## config.mk

```make
export PLATFORM = sky130hd
export DESIGN_NAME = instr_encoder_loader
export DESIGN_NICKNAME = d
export VERILOG_FILES = /design/src/rtl/cpu24_isa_pkg.sv /design/src/rtl/instr_field_packer.sv /design/src/rtl/instr_encoder_loader.sv
export SDC_FILE = /design/constraint.sdc
export NUM_CORES = 1
export LEC_CHECK = 0
export ABC_AREA = 1
export BUFFER_PORTS_ARGS = -buffer_cell sky130_fd_sc_hd__buf_2
export CAP_MARGIN = 0
export CORE_MARGIN = 2
export CORE_UTILIZATION = 35
export DETAILED_ROUTE_END_ITERATION = 7
export GPL_TIMING_DRIVEN = 1
export SETUP_SLACK_MARGIN = 0.3
export SYNTH_ARGS = -nofsm -noshare
export SYNTH_HDL_FRONTEND = slang
export SYNTH_SLANG_ARGS = --single-unit
export TNS_END_PERCENT = 30
```

## constraint.sdc

```tcl
create_clock -name Clock -period 1.2 [get_ports Clock]
set_input_delay 0.12 -clock Clock [delete_from_list [all_inputs] [get_ports Clock]]
set_output_delay 0.12 -clock Clock [all_outputs]
set_load 0.05 [all_outputs]
```

## src/rtl/cpu24_isa_pkg.sv

```systemverilog
// ----------------------------------------------------------------------------
// cpu24_isa_pkg
// Shared definitions for the 24-bit CPU instruction set: instruction width,
// opcode values, field bit positions, immediate limits and the loader FSM
// state type. Imported by the field packer and the instruction loader.
// ----------------------------------------------------------------------------
package cpu24_isa_pkg;

    localparam int INSTR_WIDTH = 24;

    // Opcodes understood by the control decoder
    localparam logic [3:0] OP_ADDI  = 4'b0001;
    localparam logic [3:0] OP_LS    = 4'b0010;
    localparam logic [3:0] OP_SS    = 4'b0011;
    localparam logic [3:0] OP_BEQ   = 4'b0100;
    localparam logic [3:0] OP_RTYPE = 4'b0110;

    // Field positions (LSB of each field) within the instruction word
    localparam int OPC_LSB   = 20;
    localparam int RS_LSB    = 18;
    localparam int RT_LSB    = 16;
    localparam int RD_LSB    = 14;
    localparam int FUNCT_LSB = 0;
    localparam int IMM_LSB   = 0;
    localparam int IMM_W     = 16;

    // Immediate must fit a signed 16-bit field
    localparam logic signed [INSTR_WIDTH-1:0] IMM_MIN = -24'sd32768;
    localparam logic signed [INSTR_WIDTH-1:0] IMM_MAX = 24'sd32767;

    typedef enum logic [1:0] {
        ST_IDLE  = 2'd0,
        ST_WRITE = 2'd1,
        ST_FULL  = 2'd2
    } loaderState_e;

endpackage

```

## src/rtl/instr_field_packer.sv

```systemverilog
// ----------------------------------------------------------------------------
// instr_field_packer
// Purely combinational: packs a symbolic instruction request into a 24-bit
// instruction word and reports whether the opcode is known and whether the
// immediate fits the 16-bit field.
//
// Ports:
//   opcode, rs, rt, rd, funct, imm : request fields (imm is signed 24-bit)
//   word     : encoded instruction (unused fields are zero)
//   opLegal  : opcode is one of the supported opcodes
//   immOk    : immediate in range, or not used by this format
// ----------------------------------------------------------------------------
module instr_field_packer
    import cpu24_isa_pkg::*;
(
    input  logic [3:0]                    opcode,
    input  logic [1:0]                    rs,
    input  logic [1:0]                    rt,
    input  logic [1:0]                    rd,
    input  logic [3:0]                    funct,
    input  logic signed [INSTR_WIDTH-1:0] imm,
    output logic [INSTR_WIDTH-1:0]        word,
    output logic                          opLegal,
    output logic                          immOk
);

    // Range check on the full 24-bit signed value, not just the low 16 bits
    function automatic logic immInRange(input logic signed [INSTR_WIDTH-1:0] v);
        return (v >= IMM_MIN) && (v <= IMM_MAX);
    endfunction

    always_comb begin
        word    = '0;
        opLegal = 1'b0;
        immOk   = 1'b1;
        case (opcode)
            OP_RTYPE: begin
                opLegal                  = 1'b1;
                word[OPC_LSB +: 4]       = opcode;
                word[RS_LSB +: 2]        = rs;
                word[RT_LSB +: 2]        = rt;
                word[RD_LSB +: 2]        = rd;
                word[FUNCT_LSB +: 4]     = funct;
            end
            OP_LS, OP_SS, OP_BEQ, OP_ADDI: begin
                opLegal                  = 1'b1;
                immOk                    = immInRange(imm);
                word[OPC_LSB +: 4]       = opcode;
                word[RS_LSB +: 2]        = rs;
                word[RT_LSB +: 2]        = rt;
                word[IMM_LSB +: IMM_W]   = imm[IMM_W-1:0];
            end
            default: begin
                opLegal = 1'b0;
            end
        endcase
    end

endmodule

```

## src/rtl/instr_encoder_loader.sv

```systemverilog
// ----------------------------------------------------------------------------
// instr_encoder_loader
// Accepts symbolic instruction requests, encodes them into 24-bit words and
// writes them to consecutive instruction-memory addresses through a
// write/acknowledge handshake. Stops at the last address (no wrap).
//
// Ports:
//   Clock, Reset (async, active-low), Clear (sync restart, highest priority)
//   InValid/InReady      : request handshake
//   InOpcode..InImm      : request fields
//   MemWe/MemAddr/MemData: memory write request, held until MemAck
//   MemAck               : memory accepted the write this cycle
//   Count                : words written since reset/Clear
//   Full                 : last address written
//   Err                  : sticky illegal-opcode / immediate-range flag
// ----------------------------------------------------------------------------
module instr_encoder_loader
    import cpu24_isa_pkg::*;
#(
    parameter int ADDR_WIDTH = 8,
    parameter int BASE_ADDR  = 0
) (
    input  logic                          Clock,
    input  logic                          Reset,
    input  logic                          Clear,
    input  logic                          InValid,
    output logic                          InReady,
    input  logic [3:0]                    InOpcode,
    input  logic [1:0]                    InRs,
    input  logic [1:0]                    InRt,
    input  logic [1:0]                    InRd,
    input  logic [3:0]                    InFunct,
    input  logic signed [INSTR_WIDTH-1:0] InImm,
    output logic                          MemWe,
    output logic [ADDR_WIDTH-1:0]         MemAddr,
    output logic [INSTR_WIDTH-1:0]        MemData,
    input  logic                          MemAck,
    output logic [ADDR_WIDTH:0]           Count,
    output logic                          Full,
    output logic                          Err
);

    localparam logic [ADDR_WIDTH-1:0] BASE_PTR  = ADDR_WIDTH'(BASE_ADDR);
    localparam logic [ADDR_WIDTH-1:0] LAST_PTR  = {ADDR_WIDTH{1'b1}};
    localparam logic [ADDR_WIDTH-1:0] PTR_ONE   = 1;
    localparam logic [ADDR_WIDTH:0]   COUNT_ONE = 1;

    loaderState_e                 state, stateNext;
    logic [ADDR_WIDTH-1:0]        ptr, ptrNext;
    logic [ADDR_WIDTH:0]          count, countNext;
    logic                         err, errNext;
    logic [INSTR_WIDTH-1:0]       memData, memDataNext;

    logic [INSTR_WIDTH-1:0]       packedWord;
    logic                         opLegal;
    logic                         immOk;

    instr_field_packer u_packer (
        .opcode  (InOpcode),
        .rs      (InRs),
        .rt      (InRt),
        .rd      (InRd),
        .funct   (InFunct),
        .imm     (InImm),
        .word    (packedWord),
        .opLegal (opLegal),
        .immOk   (immOk)
    );

    always_ff @(posedge Clock or negedge Reset) begin
        if (!Reset) begin
            state   <= ST_IDLE;
            ptr     <= BASE_PTR;
            count   <= '0;
            err     <= 1'b0;
            memData <= '0;
        end else begin
            state   <= stateNext;
            ptr     <= ptrNext;
            count   <= countNext;
            err     <= errNext;
            memData <= memDataNext;
        end
    end

    always_comb begin
        stateNext   = state;
        ptrNext     = ptr;
        countNext   = count;
        errNext     = err;
        memDataNext = memData;
        // Clear overrides everything, including a pending write and a
        // request presented in the same cycle.
        if (Clear) begin
            stateNext = ST_IDLE;
            ptrNext   = BASE_PTR;
            countNext = '0;
            errNext   = 1'b0;
        end else begin
            case (state)
                ST_IDLE: begin
                    if (InValid) begin
                        if (opLegal && immOk) begin
                            stateNext   = ST_WRITE;
                            memDataNext = packedWord;
                        end else begin
                            errNext = 1'b1;
                        end
                    end
                end
                ST_WRITE: begin
                    if (MemAck) begin
                        countNext = count + COUNT_ONE;
                        // The last address ends loading; pointer never wraps
                        if (ptr == LAST_PTR) begin
                            stateNext = ST_FULL;
                        end else begin
                            ptrNext   = ptr + PTR_ONE;
                            stateNext = ST_IDLE;
                        end
                    end
                end
                ST_FULL: begin
                    stateNext = ST_FULL;
                end
                default: begin
                    stateNext = ST_IDLE;
                end
            endcase
        end
    end

    // Handshake outputs decode directly from the state register so an
    // asynchronous reset drops MemWe immediately.
    assign InReady = (state == ST_IDLE);
    assign MemWe   = (state == ST_WRITE);
    assign Full    = (state == ST_FULL);
    assign MemAddr = ptr;
    assign MemData = memData;
    assign Count   = count;
    assign Err     = err;

endmodule

```

=== After elaboration in Yosys (flattened, before gate mapping) ===
Index checks and enable logic that the tools add are counted.
Widths: inputs -> output; s select.

* Output and inout port bits: 45
* Logic and storage cells: 59
* Register bits after elaboration: 44

* Bitwise operators: 1
* Equality and inequality tests: 13
* Reductions and logical operators: 14
* Add/sub/neg operators: 2
* $lt $le $gt $ge: 2
* Muxes and demuxes: 22

{| class="wikitable"
|+ Operators by type and width
! cell !! count
|-
| $mux 8 || 4
|-
| $mux 9 || 3
|-
| $ge 24x16->1 const B || 1
|-
| $le 24x16->1 const B || 1
|-
| $pmux 10 s2 || 1
|-
| $mux 10 || 1
|-
| $mux 2 || 5
|-
| $add 9x1->9 const B || 1
|-
| $reduce_and 3->1 || 3
|-
| $add 8x1->8 const B || 1
|-
| $eq 4x2->1 const B || 2
|-
| $eq 4x3->1 const B || 2
|-
| $eq 8x8->1 const B || 1
|-
| $pmux 4 s2 || 1
|-
| $reduce_bool 2->1 || 4
|-
| $mux 1 || 6
|-
| $ne 3x2->1 const B || 2
|-
| $pmux 2 s3 || 1
|-
| $reduce_or 5->1 || 1
|-
| $eq 4x1->1 const B || 1
|-
| $ne 2x2->1 const B || 2
|-
| $reduce_and 4->1 || 1
|-
| $reduce_or 4->1 || 1
|-
| $ne 3x3->1 const B || 1
|-
| 6 further kinds || 7
|}

=== Longest topological paths before layout ===
Gate-level depths: netlist of run 1.

* Depth in word-level cells: 8
* Mapped depth: 10

=== By module ===
A second synthesis of run 1 with hierarchy kept.

* Cells, all modules: 339
* Area, all modules: 2598.7 um^2

{| class="wikitable"
|+ By module, submodules not included
! module !! times used !! area each (um^2) !! cells an instance
|-
| instr_encoder_loader || 1 || 2192.1 || 267
|-
| instr_field_packer || 1 || 406.6 || 72
|}

=== Worst setup path after synthesis of run 1 ===
No wires, ideal clock.

* Path kind: reg2reg
* Start point: reg ptr[0], in the netlist MemAddr[0]
* End point: reg ptr[6], in the netlist MemAddr[6]
* Period minus slack after synthesis: 1733 ps
* Buffers on the path: 0
* Arrival: 1605 ps
* Stages on the path, launching flop included: 9
* Setup slack: -533 ps
* Setup time: 127 ps
* Cells stage by stage: dfrtp_1 ha_1 nand2_1 inv_1 nand4_1 nand2_2 nand2_2 inv_2 o21ai_0

* Word-level cells in the longest chain between the ends: 5
* Elaborated cells between the ends (all ways): 8
* Those cells by class: 1 x add/sub; 2 x eq/ne; 4 x mux; 1 x reduce/logical

{| class="wikitable"
|+ Ends and longest elaborated chain
! item !! line !! source
|-
| from (decl) || instr_encoder_loader.sv:49 || <nowiki>logic [ADDR_WIDTH-1:0] ptr, ptrNext;</nowiki>
|-
| from (signal assigned) || instr_encoder_loader.sv:79 || <nowiki>ptr <= ptrNext;</nowiki>
|-
| $add 8x1->8 || instr_encoder_loader.sv:118 || <nowiki>ptrNext = ptr + PTR_ONE;</nowiki>
|-
| $mux 8 || instr_encoder_loader.sv:115 || <nowiki>if (ptr == LAST_PTR) begin</nowiki>
|-
| $mux 8 || instr_encoder_loader.sv:112 || <nowiki>if (MemAck) begin</nowiki>
|-
| $mux 8 || instr_encoder_loader.sv:100 || <nowiki>case (state)</nowiki>
|-
| $mux 8 || instr_encoder_loader.sv:94 || <nowiki>if (Clear) begin</nowiki>
|}

Several ways; a longest one is shown, not always the timed one. The select of a mux whose other input is x is not followed.
A chain may end at the register's enable or synchronous reset.

=== Worst setup path after layout of run 1 ===
* Start point: reg state[1]
* End point: out Full

* Word-level cells in the longest chain between the ends: 1

{| class="wikitable"
|+ Ends and longest elaborated chain
! item !! line !! source
|-
| from (decl) || instr_encoder_loader.sv:48 || <nowiki>loaderState_e state, stateNext;</nowiki>
|-
| from (signal assigned) || instr_encoder_loader.sv:78 || <nowiki>state <= stateNext;</nowiki>
|-
| $eq 2x2->1 || instr_encoder_loader.sv:137 || <nowiki>assign Full = (state == ST_FULL);</nowiki>
|-
| to (decl) || instr_encoder_loader.sv:39 || <nowiki>output logic Full,</nowiki>
|}

Every way passes these cells.

==> impl_metrics.yaml, run 1 <==
outcome:
  status: "finished, violations left"
  failed_checks: "negative setup slack"
final_layout:
  fin_cells: 551
  antennaDiodeCount: 0
  synthToLayoutAreaGrowth_pct: 53.0
  fin_util_pct: 55.2
  final_layout_size_suffix_gt1_share_pct: 42.9
  nNetsFinal: 499
route:
  ant_nets: 0
  wl_um: 6640
  wl_per_cell_um: 12.0
  drt-initial-drc-count: 48
  dr.pass1.iters: 4
  viasPerCell: 4.69
  drcViolationCount: 0
  vias: 2583
setup_path:
  critical_path_required_ps: 1080
  worst-setup-path-type: "reg -> out"
  worst_setup_path_end_kind: "primary output"
  path_max_fanout: 2
  r2r_end: "MemAddr[6]$_DFFE_PN0P_"
  reg2reg_from: "MemAddr[0]$_DFFE_PN0P_"
  critPathLaunchType: "register"
  setup.worst_path.start: "state[1]$_DFFE_PN0P_"
  arrival_ps: 1150
  r2r_slack_ps: -70
  ff2ff_path_depth: 9
placement:
  port_buffers: 87
  hpwl_um: 4860
  place_inst: 536
  gp_congestion: 0.791
power_and_ir_drop:
  irDropWorstVdd_mv: 0.539
  leakage_uw: 0.00210
  powerDensity_nw_per_um2: 994
  power.total_uw: 3730
cts:
  cts_buffers: 5
  tritoncts: "built"
  cts_max_level: 2
  insertion_delay_ps: 290
  clk_pin_slew_ps: 80
  cts_buffer_depth: 2
  root_buffer: "clkbuf_8"
  cts_sinks: 44
logic_synthesis:
  netlist_instances: 327
  ys_async_sr_fraction_pct: 100
  synth_ff_type: "dfrtp_1"
  synth_top_area_share_pct: 44.9
  synth_commonest_cells: "120 x nand2_1, 44 x dfrtp_1, 38 x inv_1"
  synthesis.nets: 372
  yosysWarnings: 0
  ys_types: 28
  synth-edff-count: 0
  syn_avg_cell_area_sq_um: 7.50
  synth.area.top_cells: "dfrtp_1 45%, nand2_1 18%, nand4_1 7.1%"
  yosys.area.top_type: "dfrtp_1"
  synth-seq-area-share_pct: 44.9
  synth_seq_cells: 44
  syn_area_sq_um: 2450
  synth_most_common_cell: "nand2_1"
timing:
  period_share_pct: 106
  slew_violations: 0
  tightest_slew_ps: 318
  fmax_mhz: 787
  relSlewSlack_pct: 78.8
  fin_setup_tns_ps: -1620
  setup_slack_ps: -70.3
  min_period_ps: 1270
  setup_viol: 36
  rsz0062_at_grt: "true"
  whs_ps: 76.6
  fin_skew_ps: 7.60
  hold_viol_final: 0
global_route:
  grt_use_total_pct: 17.2
  grt_antenna_before_repair: 0
  grt_first_pass_wirelength_um: 10600
  grt_pass1_vias: 2361
  grt_max_degree: 45
  overflow: 0
die:
  io_pins: 88
  coreArea_sq_um: 6790
  core.rowCount: 30
  die_h_um: 87.7
  fp.dieArea_sq_um: 7690
  die_x_um: 87.7
  initial_core_util_pct: 36.1
hold_path:
  holdCritStartpoint: "InRs[0]"
  hold_path.class: "in -> reg"
  holdPathStages: 3
  holdPathEnd: "MemData[18]$_DFFE_PN0P_"
run:
  drv_cap: 0
[metrics by stage]
stage,setup WS (ps),cell area [sq um]
after floorplan,-274,2500
after global placement,-59.2,3300
after detailed placement,-86.0,3300
after CTS,-83.2,3550
after global routing,-155,3750
final,-70.3,3750
[final cells by class]
cell class	instances	area [sq um]
multi-input cells	233	1280
well taps	96	120
repair buffers	130	988
fillers	655	3040
clock inverters	2	10.0
clock buffers	6	82.6
flip-flops and latches	44	1110
inverters	40	158
[power by group]
group | internal, uW | switching (uW) | total, uW
Clock | 460 | 508 | 968
Sequential | 1600 | 76.8 | 1680
Combinational | 310 | 771 | 1080
[cell families after synthesis]
kind of cell | after synthesis | share of synthesized area (%)
buf+inv | 50 | 9.08
compound gates | 17 | 3.78
simple gates | 211 | 40.2
flops | 44 | 44.9
fa+ha+maj | 2 | 1.02
xor+xnor | 3 | 1.07
[worst max-delay path, stage by stage, from the launching register on]
cell,delay [ps]
dfrtp_1,410
inv_2,70
buf_6,120
nor2_4,100
buf_8,150
[metal layers]
metal / share of wire [%] / GRT usage [%] / wire [um]
met5: 0 / 0 / 0
met2: 48 / 27.9 / 3170
met3: 4.5 / 3.02 / 297
met1: 47 / 23.8 / 3140
met4: 0.41 / 4.76 / 27
[timing repair]
action	CTS	global route
endpoints found under the setup margin	89	89
hold buffers	1	0
gates cloned	0	1
pin swaps	6	15
hold endpoints to repair	44	0
buffers inserted	1	4
resized for setup	46	50
[state kept, by name, indices dropped and copies added, names as in the netlist]
signal and flops:
MemData 24, Count 9, MemAddr 8, state 2, Err 1
[worst max path at each step]
stage	endpoint	slack, ps
after floorplan	MemAddr[6]$_DFFE_PN0P_	-270
after global placement	MemAddr[5]$_DFFE_PN0P_	-60
after detailed placement	MemAddr[5]$_DFFE_PN0P_	-90
after CTS	Full	-80
after global routing	MemData[7]$_DFFE_PN0P_	-150
final	Full	-70
[placed cells by master (no fill, tap or decap), types with 5 or more instances in the layout]
master / instances
dfrtp_1: 35
buf_8: 11
buf_4: 32
nand2_1: 102
nand2_2: 18
dfrtp_2: 9
inv_1: 33
nand2_4: 5
buf_2: 69
buf_6: 12
nand3_1: 18
inv_2: 5
o21ai_1: 8
clkbuf_8: 6
nand4_1: 28
nor2_1: 19
nor2_4: 6
(Power assumes the default switching activity.)
==> inputs of run 2 (changes only) <==
Clock period 1.2 ns to 1.6 ns, I/O delays scaled along.
==> impl_metrics.yaml, run 2 (same netlist as run 1, synthesis figures left out) <==
route:
  wl_per_cell_um: 12.1
  wl_um: 6410
  drt-initial-drc-count: 124
  ant_nets: 0
  vias: 2485
  dr.pass1.iters: 4
  viasPerCell: 4.67
  drcViolationCount: 0
run:
  drv_cap: 0
timing:
  relSlewSlack_pct: 70.4
  fin_setup_tns_ps: 0
  fmax_mhz: 717
  fin_skew_ps: 14.1
  period_share_pct: 87.2
  slew_violations: 0
  rsz0062_at_grt: "true"
  setup_viol: 0
  tightest_slew_ps: 442
  min_period_ps: 1400
  hold_viol_final: 0
global_route:
  grt_pass1_vias: 2191
  grt_use_total_pct: 16.8
  overflow: 0
  grt_max_degree: 45
  grt_antenna_before_repair: 0
  grt_first_pass_wirelength_um: 10200
setup_path:
  critPathSlowestCell: "dfrtp_2"
  worst_setup_path_end_kind: "register"
  arrival_ps: 1590
  critical_path_required_ps: 1800
  critPathLaunchType: "register"
  cpLargestDelayFamily: "flip-flops"
  path_max_fanout: 3
  cpMostUsedCell: "nand2_2"
  slowest_delay_ps: 440
  cp_cell_sequence: "ha_4, nand2_2, inv_2, nand4_1, nand2_2, buf_4, xor2_1, nor2_1"
  worst-setup-path-type: "reg -> reg"
  critPathBufInv: 2
die:
  fp.dieArea_sq_um: 7690
  die_h_um: 87.7
  io_pins: 88
  core.rowCount: 30
  die_x_um: 87.7
  coreArea_sq_um: 6790
  initial_core_util_pct: 36.1
final_layout:
  synthToLayoutAreaGrowth_pct: 37.2
  num-fill-cells: 705
  multi_input_area_sq_um: 1250
  final_layout_size_suffix_gt1_share_pct: 36.2
  final_common_cell: "nand2_1"
  regArea_sq_um: 1110
  antennaDiodeCount: 0
  nNetsFinal: 480
  fin_cells: 532
  largest_register_ffs: 24
  layout_common_cells: "109 x nand2_1, 86 x buf_2, 37 x dfrtp_1, 35 x inv_1, 28 x nand4_1"
placement:
  gp_congestion: 0.785
  place_inst: 506
  hpwl_um: 4460
  port_buffers: 87
hold_path:
  hold_path.class: "in -> reg"
outcome:
  status: "finished, final reports clean"
cts:
  cts_sinks: 44
  tritoncts: "built"
  cts_max_level: 2
  root_buffer: "clkbuf_8"
  insertion_delay_ps: 300
  cts_buffers: 5
  clk_pin_slew_ps: 100
  cts_buffer_depth: 2
power_and_ir_drop:
  irDropWorstVdd_mv: 0.437
  leakage_uw: 0.00193
  powerDensity_nw_per_um2: 817
[run 2: cell types whose count changed in the layout (fill, tap and decap cells not counted), sizes merged]
cell / delta
clkinvlp: +1
buf: -20
clkbuf: -2
nand3: +2
inv: +1
clkinv: -1
[run 2: worst register-to-register path, cell delays in order (launching register included)]
cell and delay [ps]:
dfrtp_2 440, ha_4 170, nand2_2 70, inv_2 40
nand4_1 130, nand2_2 110, buf_4 140, xor2_1 140
nor2_1 60
[run 2: power by group]
group	switching, uW	internal [uW]
registers	52.6	1200
logic	579	205
clock network	405	306
[run 2: layout make-up]
class	instances	share of cell area, %
Clock buffer	6	2.16
Clock inverter	2	0.372
Inverter	40	4.69
Multi-Input combinational cell	235	37.2
Sequential cell	44	33.0
Tap cell	96	3.57
Timing Repair Buffer	108	18.8
Timing Repair inverter	1	0.186
[run 2: path summary, 6_finish.rpt]
kind	startpoint	to	slack, ps	cells past startpoint
max	MemAddr[0]$_DFFE_PN0P_	MemAddr[0]$_DFFE_PN0P_	200	8
min	InRs[1]	MemData[19]$_DFFE_PN0P_	120	3
max reg2reg	MemAddr[0]$_DFFE_PN0P_	MemAddr[0]$_DFFE_PN0P_	200	8
min reg2reg	MemData[23]$_DFFE_PN0P_	MemData[23]$_DFFE_PN0P_	480	2
max in group asynchronous	Reset	MemAddr[1]$_DFFE_PN0P_	1000	3
min in group asynchronous	Reset	MemAddr[5]$_DFFE_PN0P_	370	3
[run 2: routing by layer]
metal	routed length, um	up-vias	global-route usage (%)
met4	65	0	4.20
met1	2830	1118	21.5
li1	-	1269	-
met2	3080	92	28.7
met5	0	-	0
met3	437	6	3.86
[run 2: through the flow]
stage	power, uW	util (%)	cell area, sq um	hold slack (ps)	setup slack, ps
5_1_grt	2880	49.5	3360	120	167
3_3_place_gp	2010	44.7	3040	159	172
6_report	2750	49.5	3360	123	205
4_1_cts	2750	47.3	3210	117	246
3_5_place_dp	2020	44.7	3040	161	117
2_1_floorplan	1780	-	2490	-136	126
[run 2: repair_timing]
action	CTS	global route
gates cloned	3	0
hold buffers	1	0
pin swaps	5	14
gates resized for setup	11	20
endpoints found under the hold margin	44	0
setup endpoints to repair	38	41
setup buffers	4	10
